## config.mk

```make
export PLATFORM = sky130hd
export DESIGN_NAME = alu_op_sequencer
export DESIGN_NICKNAME = d
export VERILOG_FILES = /design/src/rtl/alu_op_sequencer.sv
export SDC_FILE = /design/constraint.sdc
export NUM_CORES = 1
export LEC_CHECK = 0
export ABC_AREA = 0
export BUFFER_PORTS_ARGS = -buffer_cell sky130_fd_sc_hd__buf_2
export CORE_MARGIN = 4
export CORE_UTILIZATION = 27
export CTS_BUF_LIST = sky130_fd_sc_hd__clkbuf_2 sky130_fd_sc_hd__clkbuf_4 sky130_fd_sc_hd__clkbuf_8
export CTS_CLUSTER_DIAMETER = 30
export CTS_CLUSTER_SIZE = 20
export DETAILED_ROUTE_END_ITERATION = 8
export GPL_TIMING_DRIVEN = 0
export PLACE_DENSITY_LB_ADDON = 0.05
export SETUP_SLACK_MARGIN = 0.2
export SLEW_MARGIN = 10
export SYNTH_ARGS = -nofsm -noshare
export SYNTH_HDL_FRONTEND = slang
export SYNTH_SLANG_ARGS = --single-unit
```

## constraint.sdc

```tcl
create_clock -name Clock -period 6.4 [get_ports Clock]
set_clock_uncertainty 0.05 [all_clocks]
set_input_delay 1.28 -clock Clock [delete_from_list [all_inputs] [get_ports Clock]]
set_output_delay 1.28 -clock Clock [all_outputs]
set_load 0.01 [all_outputs]
```

## src/rtl/alu_op_sequencer.sv

```systemverilog
// Command FIFO and replay sequencer in front of the accumulating ALU register.
// Issues one {Data, Function} per cycle and returns one tagged result per command.
module alu_op_sequencer #(
  parameter int DEPTH = 4
) (
  input  logic       Clock,
  input  logic       Reset_b,
  input  logic       cmd_valid,
  output logic       cmd_ready,
  input  logic [3:0] cmd_data,
  input  logic [2:0] cmd_func,
  input  logic       start,
  output logic [3:0] Data,
  output logic [2:0] Function,
  input  logic [7:0] ALU_reg_out,
  output logic       res_valid,
  output logic [7:0] res_data,
  output logic       res_last,
  output logic       done,
  output logic       busy,
  output logic [7:0] op_count
);

  localparam int AW = $clog2(DEPTH);

  typedef enum logic [1:0] {
    IDLE,
    RUN,
    DRAIN
  } state_t;

  state_t        state;
  logic [6:0]    mem [DEPTH];
  logic [AW-1:0] wr_ptr;
  logic [AW-1:0] rd_ptr;
  logic [AW:0]   count;
  logic          full;
  logic          empty;
  logic          push;
  logic          pop;
  logic          last_pop;
  logic [1:0]    v_pipe;
  logic [1:0]    l_pipe;

  assign full      = count == (AW+1)'(DEPTH);
  assign empty     = count == '0;
  assign cmd_ready = !full;
  assign push      = cmd_valid && !full;
  assign pop       = (state == RUN) && !empty;
  // Last entry leaves and nothing refills it this cycle
  assign last_pop  = pop && !push && (count == (AW+1)'(1));
  assign busy      = state != IDLE;

  always_ff @(posedge Clock) begin
    if (push) begin
      mem[wr_ptr] <= {cmd_data, cmd_func};
    end
  end

  always_ff @(posedge Clock) begin
    if (Reset_b) begin
      state     <= IDLE;
      wr_ptr    <= '0;
      rd_ptr    <= '0;
      count     <= '0;
      Data      <= '0;
      Function  <= '0;
      op_count  <= '0;
      v_pipe    <= '0;
      l_pipe    <= '0;
      res_valid <= 1'b0;
      res_last  <= 1'b0;
      done      <= 1'b0;
      res_data  <= '0;
    end else begin
      if (push) begin
        wr_ptr <= wr_ptr + 1'b1;
      end
      if (pop) begin
        rd_ptr <= rd_ptr + 1'b1;
      end
      count <= count + (AW+1)'(push) - (AW+1)'(pop);

      if (pop) begin
        {Data, Function} <= mem[rd_ptr];
        op_count         <= op_count + 8'd1;
      end else begin
        Data     <= '0;
        Function <= '0;
      end

      // Result tags ride alongside the ALU pipeline
      v_pipe    <= {v_pipe[0], pop};
      l_pipe    <= {l_pipe[0], last_pop};
      res_valid <= v_pipe[1];
      res_last  <= l_pipe[1];
      done      <= v_pipe[1] && l_pipe[1];
      if (v_pipe[1]) begin
        res_data <= ALU_reg_out;
      end

      unique case (state)
        IDLE: begin
          if (start && !empty) state <= RUN;
        end
        RUN: begin
          if (last_pop || empty) state <= DRAIN;
        end
        DRAIN: begin
          if (done) state <= IDLE;
        end
        default: state <= IDLE;
      endcase
    end
  end

endmodule

```

==> results of run 1 <==
synthesized netlist by cell type (2+ instances only):
cell / number
and3_1: 5
nand3_1: 6
o31ai_1: 3
dfxtp_1: 39
mux2_2: 2
or3_1: 3
nand2_1: 3
nor2b_1: 16
inv_1: 10
clkbuf_1: 6
xnor2_1: 3
nand2b_1: 2
nor2_1: 15
a21oi_1: 9
mux4_2: 7
mux2i_1: 8
or4_1: 3
nand4b_1: 2
ha_1: 6
edfxtp_1: 28
o21ai_0: 6
routing by layer:
layer | up-vias | wire length [um] | GRT usage (%)
met2 | 37 | 2510 | 16.2
met5 | - | 0 | 0
met1 | 795 | 2510 | 12.8
met3 | 3 | 287 | 4.31
met4 | 0 | 31 | 3.61
li1 | 838 | - | -
power by group:
part	internal, W	switching, W
clock network	0.000262	0.000172
logic	0.0000837	0.000110
registers	0.000480	0.0000252
total	0.000826	0.000307
flip-flops by register name, summed over array words and instances (netlist names):
signal     flops
Data           4
Function       3
count          3
done           1
l_pipe         2
mem           28
op_count       8
rd_ptr         2
res_data       8
res_last       1
res_valid      1
state          2
v_pipe         2
wr_ptr         2
placed cells by master, fill, tap and decap left out, types with 2 or more instances in the layout:
cell type and count:
buf_2 46, dfxtp_1 39, edfxtp_1 28, nor2b_1 16
nor2_1 15, inv_1 10, a21oi_1 9, clkbuf_8 9
mux2i_1 8, mux4_2 7, clkbuf_1 6, o21ai_0 6
nand3_1 6, ha_1 6, and3_1 5, nand2_1 3
xnor2_1 3, or3_1 3, o31ai_1 3, or4_1 3
clkinv_4 3, bufinv_16 3, nand2b_1 2, mux2_2 2
nand4b_1 2
cell type report:
cell class	instances	share of cell area [%]
Sequential cell	67	50.2
Multi-Input combinational cell	114	27.7
Timing Repair Buffer	45	6.97
Tap cell	129	5.00
Clock inverter	7	3.87
Clock buffer	9	3.83
Buffer	9	1.32
Inverter	10	1.16
logic make-up (layout without fill, tap and decap cells):
logic type	Yosys count	after routing	synth area share [%]
buf+inv	19	80	3.09
fa+ha+maj	7	7	3.66
mux	17	17	10.0
simple gates	64	64	14.3
flops	67	67	62.5
xor+xnor	3	3	1.01
compound gates	23	23	5.40
through the flow:
| stage | instances | hold WS (ps) | util (%) | cell area (um2) | total power (W) |
|---|---|---|---|---|---|
| floorplan | 200 | 364 | - | 2590 | 0.000652 |
| global placement | 374 | 373 | 32.1 | 2980 | 0.000715 |
| finish | 390 | 397 | 34.8 | 3230 | 0.00113 |
| CTS | 390 | 399 | 34.8 | 3230 | 0.00116 |
| global route | 390 | 413 | 34.8 | 3230 | 0.00120 |
| detailed placement | 374 | 377 | 32.1 | 2980 | 0.000713 |
how the worst min path moves through the flow:
stage               slack, ps       from         to
floorplan                 360  l_pipe[0]  l_pipe[1]
global placement          370  v_pipe[0]  v_pipe[1]
detailed placement        380  v_pipe[0]  v_pipe[1]
CTS                       400  v_pipe[0]  v_pipe[1]
global route              410  v_pipe[0]  v_pipe[1]
finish                    400  v_pipe[0]  v_pipe[1]
==> metrics, run 1 <==
CTS tree=built; drt pass-1 iters=4; Iter 0 DRT Violations=around 50; Max VDD drop=0.127 mV; kind of end point of the critical path=output pin; Cells after Synth=200; row count=35; clk buf depth=2; worst slack, placed=~3400 ps; vias in the first global route=about 1,700; CP peak stage delay=between 400 and 500 ps; total CTS buffers=9; power density over the cells=351 nW/um2; crit path capture=cmd_ready; Final nets=about 280; EDFF count, synth=28; area of the multi-input gates=~890 um2; Starting Density=between 20% and 30%; largest net degree at the start of global routing=14; critical path depth=3; routed wire length per instance=approximately 14 um; status=complete, no violations; # setup viols final=0; GPL Wtd Cong=0.722; max-cap viol count=0; top post-synthesis cells by area=edfxtp_1 (32%), dfxtp_1 (30%), mux4_2 (6.1%); r2r endpoint=count[2]; Via density=between 4 and 5; Final Hold Fails=0; die height=~110 um; worst path required time=approximately 5100 ps; clk slew on worst S/H paths=approximately 80 ps; gr ovfl total=0; Syn Nets=226; worst hold path class=reg -> reg; die area=11,200 um2; Synth top area share=approximately a third; launch point of the worst reg-to-reg path=count[2]; ANT cells=0; layout cells sized above 1=between 20% and 30%; final period utilization=between 40% and 50%; flop-to-flop setup slack=4000 ps; Critical path origin=count[2]; Clock Tree Root=clkbuf_8; initial antenna violation count=0; routed vias=approximately 1,700; Residual DRC=0; # fillers=roughly 960; DP Wirelength=approximately 3.6 mm; Final min period=2790 ps; Least-Margin Pin Slew=between 600 and 700 ps; FMAX=0.358 GHz; crit path cell chain=nor3b_1, inv_1, buf_2; R2R cell count=9; CP delay by family, top=flip-flops; Seq/Total Area, Yosys=62.5%; Area growth syn-to-layout=24.5%; Crit Path Category=reg -> out; WL final=5.34 mm; global-route wire length before repair=8.91 mm; # H-tree levels=3; Post-CTS Resized=0; Synth area leader=edfxtp_1; register bit count reported by yosys=67; core area=slightly above 9000 um2; setup_tns=0 ps; clock sink count=67; CP max FO=8; RSZ-0062 raised after global routing=no; I/O pin cnt=47; synth unique cells=39; Post-synth ARST share=0%; worst relative slew slack=56.7%; Mapped Area=approximately 2600 um2; CTS Hold Buffers Added=0; die span in x=106 um; Global Route Usage Sum=approximately a tenth; I/O Buffers=between 40 and 50; post-CTS setup buffer count=0; Worst Setup Start Kind=register; Final Worst Setup Slack=approximately 3600 ps; slowest CP cell=dfxtp_1; Routed Antenna Nets=0; Synth warnings=0; synthesized area per cell=roughly 13 um2; hold path depth=1; Synth Flop Type=dfxtp_1; critical path arrival=about 1500 ps; crit path buf inv count=2; register area=approximately 1600 um2; clk_lat worst skew=between 300 and 400 ps; Final Max Slew Viols=0; leakage=1.25 nW
Power figures use the tool's default switching activity.
==> run 2: changes to the inputs <==
- clock period: 6.4 -> 2.3 ns (I/O delays scaled with it)
==> run 2 against run 1 <==
Against the previous run:
- power rose to 2.9 times the previous value
- final cell count up 1.3%
- non-clock buffer count up 5
- die area did not move
- setup slack got worse by 3300 ps
- first-iteration DRC count shrank 2.0%
- largest cell class unchanged
- highest routed layer unchanged
==> metrics, run 2 (same netlist as run 1, synthesis figures left out) <==
Final nets=between 200 and 300; layout cells sized above 1=about a third; die area=around 11,000 um2; clk buf depth=2; global-route wire length before repair=between 8 and 9 mm; DP Wirelength=3.65 mm; kind of end point of the critical path=register; Regs by FF count=mem x28, op_count x8, res_data x8; final instance area=3330 um2; Worst Min Path Start=cmd_data[3]; clk_lat worst skew=approximately 330 ps; CTS tree=built; RSZ-0062 raised after global routing=no; commonest cells after routing, fill and taps aside=buf_2 (46), dfxtp_1 (34), edfxtp_1 (28); Global Route Usage Sum=around 10%; largest net degree at the start of global routing=14; core area=9280 um2; Switching Share=a little over a quarter; worst path required time=about 2500 ps; # fillers=around 960; I/O pin cnt=47; Least-Margin Pin Slew=between 600 and 700 ps; total CTS buffers=9; worst hold path class=in -> reg; Psw=about 0.00090 W; status=complete, no violations; Residual DRC=0; Clock Tree Root=clkbuf_8; clock sink count=67; GPL Wtd Cong=between 0.7 and 0.8; Routed Antenna Nets=0; I/O Buffers=45; setup_tns=0 ps; initial antenna violation count=0; gr ovfl total=0; Flop pwr share=a little over two fifths; leakage=roughly 1.3 nW; launch point of the worst reg-to-reg path=state[1]; Starting Density=28.0%; routed wire length per instance=13.6 um; clock power share=a little over a third; die height=~110 um; most common cell after layout, fill and taps aside=buf_2; WL final=~5.4 mm; drt pass-1 iters=4; ANT cells=0; Largest register FFs=28; slowest CP cell=dfxtp_2; CP max FO=10; # setup viols final=0; vias in the first global route=between 1,500 and 2,000; Worst Setup Start Kind=register; Final Max Slew Viols=0; Final min period=around 2000 ps; power density over the cells=approximately 1000 nW/um2; DP Area=between 2000 and 3000 um2; clk slew on worst S/H paths=about 80 ps; row count=35; flop-to-flop setup slack=between 300 and 400 ps; fin cells=about 400; routed vias=roughly 1,700; Final Hold Fails=0; post-placement cell count=374; Area growth syn-to-layout=28.3%; Crit Path Category=reg -> reg; FMAX=0.506 GHz; final period utilization=85.9%; Max VDD drop=0.360 mV; Critical path origin=state[1]; Pint=~0.0024 W; # H-tree levels=3; Logic pwr share=between 10% and 20%; die span in x=106 um; CP peak stage delay=350 ps; most used cell, CP=xnor2_1; critical path arrival=about 2100 ps; Via density=between 4 and 5; worst relative slew slack=between 50% and 60%; max-cap viol count=0; Iter 0 DRT Violations=between 40 and 50; most flop-heavy register=mem; crit path cell chain=nand2b_4, clkbuf_8, nor2_4, xnor2_1, ha_1, fa_2, xnor2_1, xnor2_1, nor2_1
run 2: what timing repair did:
item | CTS | global route
pin swaps | 1 | 2
setup endpoints to repair | 2 | 1
buffers inserted | 1 | 4
hold buffers | 0 | 0
gates resized for setup | 11 | 9
run 2: metal layers:
layer / part of all wire (%) / vias to the layer above / GRT usage, %
met4: 0.58 / 0 / 3.61
met5: 0 / - / 0
met1: 47 / 802 / 12.8
met2: 47 / 39 / 16.2
met3: 5.5 / 3 / 4.31
li1: - / 848 / -
run 2: final cells by class:
type | instances | area [um2] | area share, %
inverters | 10 | 37.5 | 1.13
clock inverters | 7 | 125 | 3.76
well taps | 129 | 161 | 4.85
multi-input cells | 114 | 931 | 28.0
clock buffers | 9 | 124 | 3.72
repair buffers | 50 | 263 | 7.89
flip-flops and latches | 67 | 1640 | 49.1
plain buffers | 9 | 52.6 | 1.58
run 2: per-stage QoR:
stage | setup WS [ps] | utilization [%] | total power [W] | hold WS (ps)
6_report | 323 | 35.9 | 0.00330 | 286
5_1_grt | 211 | 35.9 | 0.00350 | 259
4_1_cts | 210 | 35.2 | 0.00329 | 262
3_5_place_dp | -96.9 | 32.1 | 0.00198 | 377
3_3_place_gp | -104 | 32.1 | 0.00199 | 373
2_1_floorplan | 204 | - | 0.00181 | 364
run 2: critical path: cells and delay by family (launching register included):
family,cells,cell delay [ps]
simple gates,3,350
flops,1,350
xor+xnor,3,420
buf+inv,1,160
fa+ha+maj,2,520
run 2: power by group through the flow:
| stage | clock network, W | logic, W | registers [W] |
|---|---|---|---|
| final | 0.00121 | 0.000655 | 0.00144 |
| after global routing | 0.00131 | 0.000732 | 0.00146 |
| after CTS | 0.00127 | 0.000600 | 0.00142 |
| after detailed placement | 0 | 0.000547 | 0.00144 |
| after global placement | 0 | 0.000551 | 0.00144 |
| after floorplan | 0 | 0.000390 | 0.00142 |
run 2: worst paths after layout:
path,end,depth (start not counted)
hold reg to reg,v_pipe[1],1
hold / removal,mem[0][6],1
setup / recovery,count[2],9
setup reg to reg,count[2],9
